`src/rtl/decoder_n2m_seq_pkg.sv`:
```
// decoder_pkg: shared FSM state type, one-hot decode and counter width helpers for decoder_n2m_seq.
package decoder_pkg;
    typedef enum logic [1:0] {IDLE, DIRECT, SWEEP} dec_state_t;
    localparam int MAX_SEL_W = 6;
    localparam int MAX_OUT_W = 1 << MAX_SEL_W;
    function automatic logic [MAX_OUT_W-1:0] onehot(input logic [MAX_SEL_W-1:0] sel);
        return MAX_OUT_W'(1) << sel;
    endfunction
    function automatic int cnt_w(input int dwell);
        return dwell > 1 ? $clog2(dwell) : 1;
    endfunction
endpackage

```
`src/rtl/decoder_n2m_seq_dwell_counter.sv`:
```
// dwell_counter: counts cycles spent at one sweep position; tick marks the last one.
module dwell_counter
    import decoder_pkg::*;
#(
    parameter int DWELL = 4
) (
    input  logic clk,
    input  logic rst,
    input  logic clr,
    input  logic run,
    output logic tick
);
    localparam int CW = cnt_w(DWELL);
    localparam logic [CW-1:0] LAST = CW'(DWELL - 1);
    logic [CW-1:0] cnt;
    assign tick = run && cnt == LAST;
    always_ff @(posedge clk) begin
        if (rst || clr) cnt <= '0;
        else if (run) cnt <= tick ? '0 : cnt + 1'b1;
    end
endmodule

```
`src/rtl/decoder_n2m_seq.sv`:
```
// decoder_n2m_seq: registered N-to-2^N one-hot decoder with handshake and sweep mode.
// Define DECODER_N2M_ACTIVE_LOW_EN for one-cold (inverted) y.
module decoder_n2m_seq
    import decoder_pkg::*;
#(
    parameter int SEL_W = 2,
    parameter int DWELL = 4
) (
    input  logic                    clk,
    input  logic                    rst,
    input  logic                    en,
    input  logic                    mode,
    input  logic                    sel_valid,
    input  logic [SEL_W-1:0]        sel,
    output logic                    sel_ready,
    output logic [(1<<SEL_W)-1:0]   y,
    output logic                    y_valid,
    output logic                    sweep_done
);
    localparam int OUT_W = 1 << SEL_W;
    if (SEL_W < 1 || SEL_W > MAX_SEL_W || DWELL < 1) begin : g_bad_param
        $error("decoder_n2m_seq: SEL_W must be 1..6 and DWELL >= 1");
    end
    dec_state_t state;
    logic [SEL_W-1:0] idx, pos, nxt;
    logic [OUT_W-1:0] y_h;
    logic accept, tick;
    assign sel_ready = !rst && en && state != SWEEP;
    assign accept = sel_valid && sel_ready;
    assign nxt = idx + 1'b1;
    dwell_counter #(.DWELL(DWELL)) u_dwell (
        .clk(clk),
        .rst(rst),
        .clr(accept),
        .run(state == SWEEP),
        .tick(tick)
    );
    // pos counts completed positions; all-ones means the last position just finished
    always_ff @(posedge clk) begin
        if (rst) begin
            state      <= IDLE;
            idx        <= '0;
            pos        <= '0;
            y_h        <= '0;
            y_valid    <= 1'b0;
            sweep_done <= 1'b0;
        end else begin
            sweep_done <= 1'b0;
            if (!en) begin
                state   <= IDLE;
                y_h     <= '0;
                y_valid <= 1'b0;
            end else if (accept) begin
                state   <= mode ? SWEEP : DIRECT;
                idx     <= sel;
                pos     <= '0;
                y_h     <= OUT_W'(onehot(MAX_SEL_W'(sel)));
                y_valid <= 1'b1;
            end else if (state == SWEEP && tick) begin
                if (&pos) begin
                    state      <= IDLE;
                    y_h        <= '0;
                    y_valid    <= 1'b0;
                    sweep_done <= 1'b1;
                end else begin
                    idx <= nxt;
                    pos <= pos + 1'b1;
                    y_h <= OUT_W'(onehot(MAX_SEL_W'(nxt)));
                end
            end
        end
    end
`ifdef DECODER_N2M_ACTIVE_LOW_EN
    assign y = ~y_h;
    a_onehot: assert property (@(posedge clk) $onehot0(~y));
`else
    assign y = y_h;
    a_onehot: assert property (@(posedge clk) $onehot0(y));
`endif
endmodule

```
`config.mk`:
```
export PLATFORM = sky130hd
export DESIGN_NAME = decoder_n2m_seq
export DESIGN_NICKNAME = d
export VERILOG_FILES = /design/src/rtl/decoder_n2m_seq_pkg.sv /design/src/rtl/decoder_n2m_seq_dwell_counter.sv /design/src/rtl/decoder_n2m_seq.sv
export SDC_FILE = /design/constraint.sdc
export NUM_CORES = 1
export LEC_CHECK = 0
export BUFFER_PORTS_ARGS = -buffer_cell sky130_fd_sc_hd__clkbuf_2
export CORE_AREA = 5 5 42 44
export CTS_BUF_LIST = sky130_fd_sc_hd__clkbuf_8
export CTS_CLUSTER_DIAMETER = 120
export CTS_CLUSTER_SIZE = 14
export DETAILED_ROUTE_END_ITERATION = 8
export DIE_AREA = 0 0 47 49
export PLACE_DENSITY = 0.91
export SLEW_MARGIN = 10
export SYNTH_ARGS = -nofsm -noshare
export SYNTH_HDL_FRONTEND = slang
export SYNTH_SLANG_ARGS = --single-unit
```
`constraint.sdc`:
```
create_clock -name clk -period 3.8 [get_ports clk]
set_clock_uncertainty 0.2 [all_clocks]
set_input_delay 0.57 -clock clk [delete_from_list [all_inputs] [get_ports clk]]
set_output_delay 0.57 -clock clk [all_outputs]
set_load 0.03 [all_outputs]
```
==> results <==
- The run finished with clean final reports.
- The final hold violation count is 0.
- The synthesized flop and latch total is 14.
- For this design, the CTS-stage hold fixing added 0 buffers.
- The CTS buffer count is 3.
- The max-slew violation count is 0.
- The total leakage power is 0.3765 nW.
- The biggest area contributor in the post-synthesis netlist is sky130_fd_sc_hd__dfxtp_1.
- The maximum fanout along the worst path is 9.
- The overall routing resource usage is 15.04%.
- The detail route stage leaves a number of antenna-violating nets equal to 0.
- The top flip-flop cell by instance count after synthesis is sky130_fd_sc_hd__dfxtp_1.
- The initial cell density of the core is 55.36%.
- Post-CTS timing repair inserted 0 buffers for setup.
- The die covers 2303 sq um.
- The worst reg2reg path endpoint is idx[1]$_SDFFE_PP0P_.
- The net switching power is 74.32 uW.
- The length of the first detailed-routing pass in iterations is 4.
- The share of synthesized registers carrying an async set or reset is 0%.
- The startpoint identified for the worst register-to-register timing path is pos[0]$_SDFFE_PP0P_.
- The cell occurring most often along the worst timing path is sky130_fd_sc_hd__clkbuf_2.
- Yosys mapped a number of flops with a built-in enable equal to 0.
- The area share of the leading cell type in the synthesized netlist is 36.13%.
- The first global-routing pass estimated 2511 microns of wire.
- For this run, the top clock speed supported by timing is 0.4531 GHz.
- For the pin with the worst max-slew slack, the measured transition is 343.6 ps.
- The switching power as a share of total power is 22.72%.
- The final antenna diode count is 0.
- Port buffering added 13 buffers.
- The detail-routed via count per cell is 5.858.
- The kind of launch point of the worst setup path is a primary input.
- The area inside the core boundary is 1401 sq um.
- Synthesis instantiated 33 different standard cells from the library.
- Walking the worst path, the cells encountered are clkbuf_2, or2b_1, nor2_1, clkbuf_2.
- After clock tree synthesis, the clock-pin slew on the worst setup and hold paths is 50 ps.
- For this run, the slowest stage of the critical path takes 350 ps.
- After detailed placement, the design holds a cell count of 109.
- The combinational cell fraction of total power is 9.4%.
- The growth of design area from synthesis to finish is 15.97%.
- The data required time at the worst endpoint is 3030 ps.
- Across the VDD grid, the largest voltage drop is 0.0002549 V.
- By area the synthesized netlist is led by sky130_fd_sc_hd__dfxtp_1 (36%), sky130_fd_sc_hd__ha_1 (9.7%), sky130_fd_sc_hd__a21oi_1 (5.8%).
- The total nets after synthesis is 95.
- STA classifies the critical path endpoint as a primary output.
- The wire length after detailed routing is 1587 microns.
- Counting every sink on the clock net gives 14.
- The floorplan has 14 rows.
- The number of endpoints failing setup at the final stage is 0.
- In this run the register-to-register setup slack is 1960 ps.
- Routability-driven placement finished with a final weighted congestion of 0.7957.
- Counting instances in the post-synthesis netlist gives the leading cell types as sky130_fd_sc_hd__dfxtp_1 (14), sky130_fd_sc_hd__a21oi_1 (9), sky130_fd_sc_hd__ha_1 (6), sky130_fd_sc_hd__nand2_1 (6).
- The synthesized area per cell is 9.460 sq um.
- The via count of the first global-routing pass is 628.
- The worst hold path begins at y_valid$_SDFFE_PP0P_.
- 14 I/O pins were placed.
- For this design the ratio of total power to cell area is 363.5 nW/um^2.
- The number of antenna violations at the first check in global routing is 0.
- The internal power is 252.7 uW.
- The standard cell with the maximum stage delay on the critical path is sky130_fd_sc_hd__or2b_1.
- Summed over all layers, the global routing overflow is 0.
- The sequential share of power is 46.4%.
- The clock period could shrink to 2207 ps.
- Setup repair after global routing left no endpoint under its margin.
- Summing over every cut layer, the via total after detailed routing is 662.
- The die is 47 microns wide.
- The worst hold path depth is 2.
- Sequential cells were found to cover 36.13% of the synthesized design area.
- The number of levels in the clock H-tree is 1.
- The clock network accounts for 44.2% of the total power.
- The most common cell in the synthesized netlist is sky130_fd_sc_hd__dfxtp_1.
- The gate count of the mapped netlist is 82.
- The number of gates given a new drive strength after cts is 0.
- The routed wirelength normalized by instance count is 14.04 microns.
- Setup total negative slack on the finished layout was measured at 0 ps.
- The worst pin sits at a relative slew slack of 77.09%.
- Counting along the longest clock path gives a buffer depth of 2.
- The type of the setup path with the least slack is primary input to primary output.
- For the worst-skew pair, the clock arrives at the later sink with an insertion delay of 250 ps.
- The CTS tree is yes.
- Detailed placement finished with a half-perimeter wire length of 1189 microns.
- In this run the clock root is driven by a sky130_fd_sc_hd__clkbuf_8.
- The worst register-to-register path has a depth of 5.
- The maximum number of pins on one net before global-route repair is 11.
- The combined area of all synthesized cells is 775.7 sq um.
- The worst hold path belongs to the class flop to flop.
- The ratio of cells with drive above 1 in the final layout is 24.74%.
- The chip height is 49 microns.
- In the routed design, unresolved DRC markers number 0.
- The worst path uses 58.07% of the clock period.
- After the first detailed-routing iteration, the DRC count stood at 17.
- The post-route non-filler standard cell count is 113.
- The data arrival time at the worst-slack endpoint is 1440 ps.
- The share of the core filled with cells is 64.20%.
- For this run, the number of Yosys warnings is 0.
- The total of max-cap violations is 0.
- The worst hold path terminates at y_valid$_SDFFE_PP0P_.
- The number of nets in the final layout is 111.
power by group through the flow:
stage               clock network, mW  logic, mW  registers, mW
detailed placement                  0     0.0305          0.155
global placement                    0     0.0299          0.155
finish                          0.145     0.0306          0.152
global route                    0.153     0.0337          0.152
floorplan                           0     0.0196          0.156
CTS                             0.146     0.0306          0.152
metrics by stage:
step	setup slack [ps]	instance area (sq um)	hold slack [ps]	power, mW
5_1_grt	1537	899.6	277.1	0.3390
3_3_place_gp	1607	844.6	248.2	0.1846
3_5_place_dp	1588	844.6	249.2	0.1854
4_1_cts	1591	899.6	262.1	0.3288
6_report	1593	899.6	259.7	0.3270
2_1_floorplan	1567	775.7	235.6	0.1760
critical path, delay by kind of cell:
kind / cells / cell delay [ps]
buffers and inverters: 2 / 390
AND/OR/NAND/NOR: 2 / 480
area by class of cell:
cell class                 count  area (sq um)
fill                         124         501.7
multi-input combinational     64         471.7
sequential                    14         280.3
timing repair buffer          13         65.06
clock buffer                   4         55.05
tap                           16         20.02
inverter                       2         7.507
per-layer routing:
| layer | vias up | share of wire (%) | global-route usage [%] |
|---|---|---|---|
| li1 | 326 | - | - |
| met1 | 310 | 41 | 18.20 |
| met5 | - | 0 | 0 |
| met3 | 4 | 6.2 | 2.583 |
| met4 | 0 | 2.5 | 10.60 |
| met2 | 22 | 50 | 22.85 |
sequential cells by signal, indices dropped and copies added (netlist names):
name	flops
sweep_done	1
y	4
state	2
idx	2
u_dwell.cnt	2
y_valid	1
pos	2
worst max-delay path by stage:
stage	from	to	slack [ps]	cells after the start
3_3_place_gp	rst	sel_ready	1610	4
2_1_floorplan	rst	sel_ready	1570	3
6_report	rst	sel_ready	1590	4
3_5_place_dp	rst	sel_ready	1590	4
5_1_grt	rst	sel_ready	1540	4
4_1_cts	rst	sel_ready	1590	4
cell usage in the layout, fill, tap and decap left out, drive strengths merged:
master  instances
a21oi          10
a221oi          1
a32o            1
a32oi           1
and2            4
and3            1
and3b           1
and4bb          1
clkbuf         17
dfxtp          14
ha              6
inv             2
mux2i           1
nand2           6
nand2b          1
nand3           5
nand3b          4
nor2            3
nor2b           2
nor3            3
nor3b           4
o211a           1
o211ai          1
o21ai           4
o31ai           1
or2b            1
or3             1
cells by family (layout without fill, tap and decap cells):
| family | count (synthesis) | count (layout) | synth area share [%] |
|---|---|---|---|
| multiplexers | 1 | 1 | 1.290 |
| AO/OA/AOI/OAI | 20 | 20 | 18.71 |
| AND/OR/NAND/NOR | 37 | 37 | 31.13 |
| flip-flops | 14 | 14 | 36.13 |
| buffers and inverters | 4 | 19 | 3.064 |
| adder cells (fa/ha/maj) | 6 | 6 | 9.677 |
No activity file was read; power rests on OpenSTA's default activity.
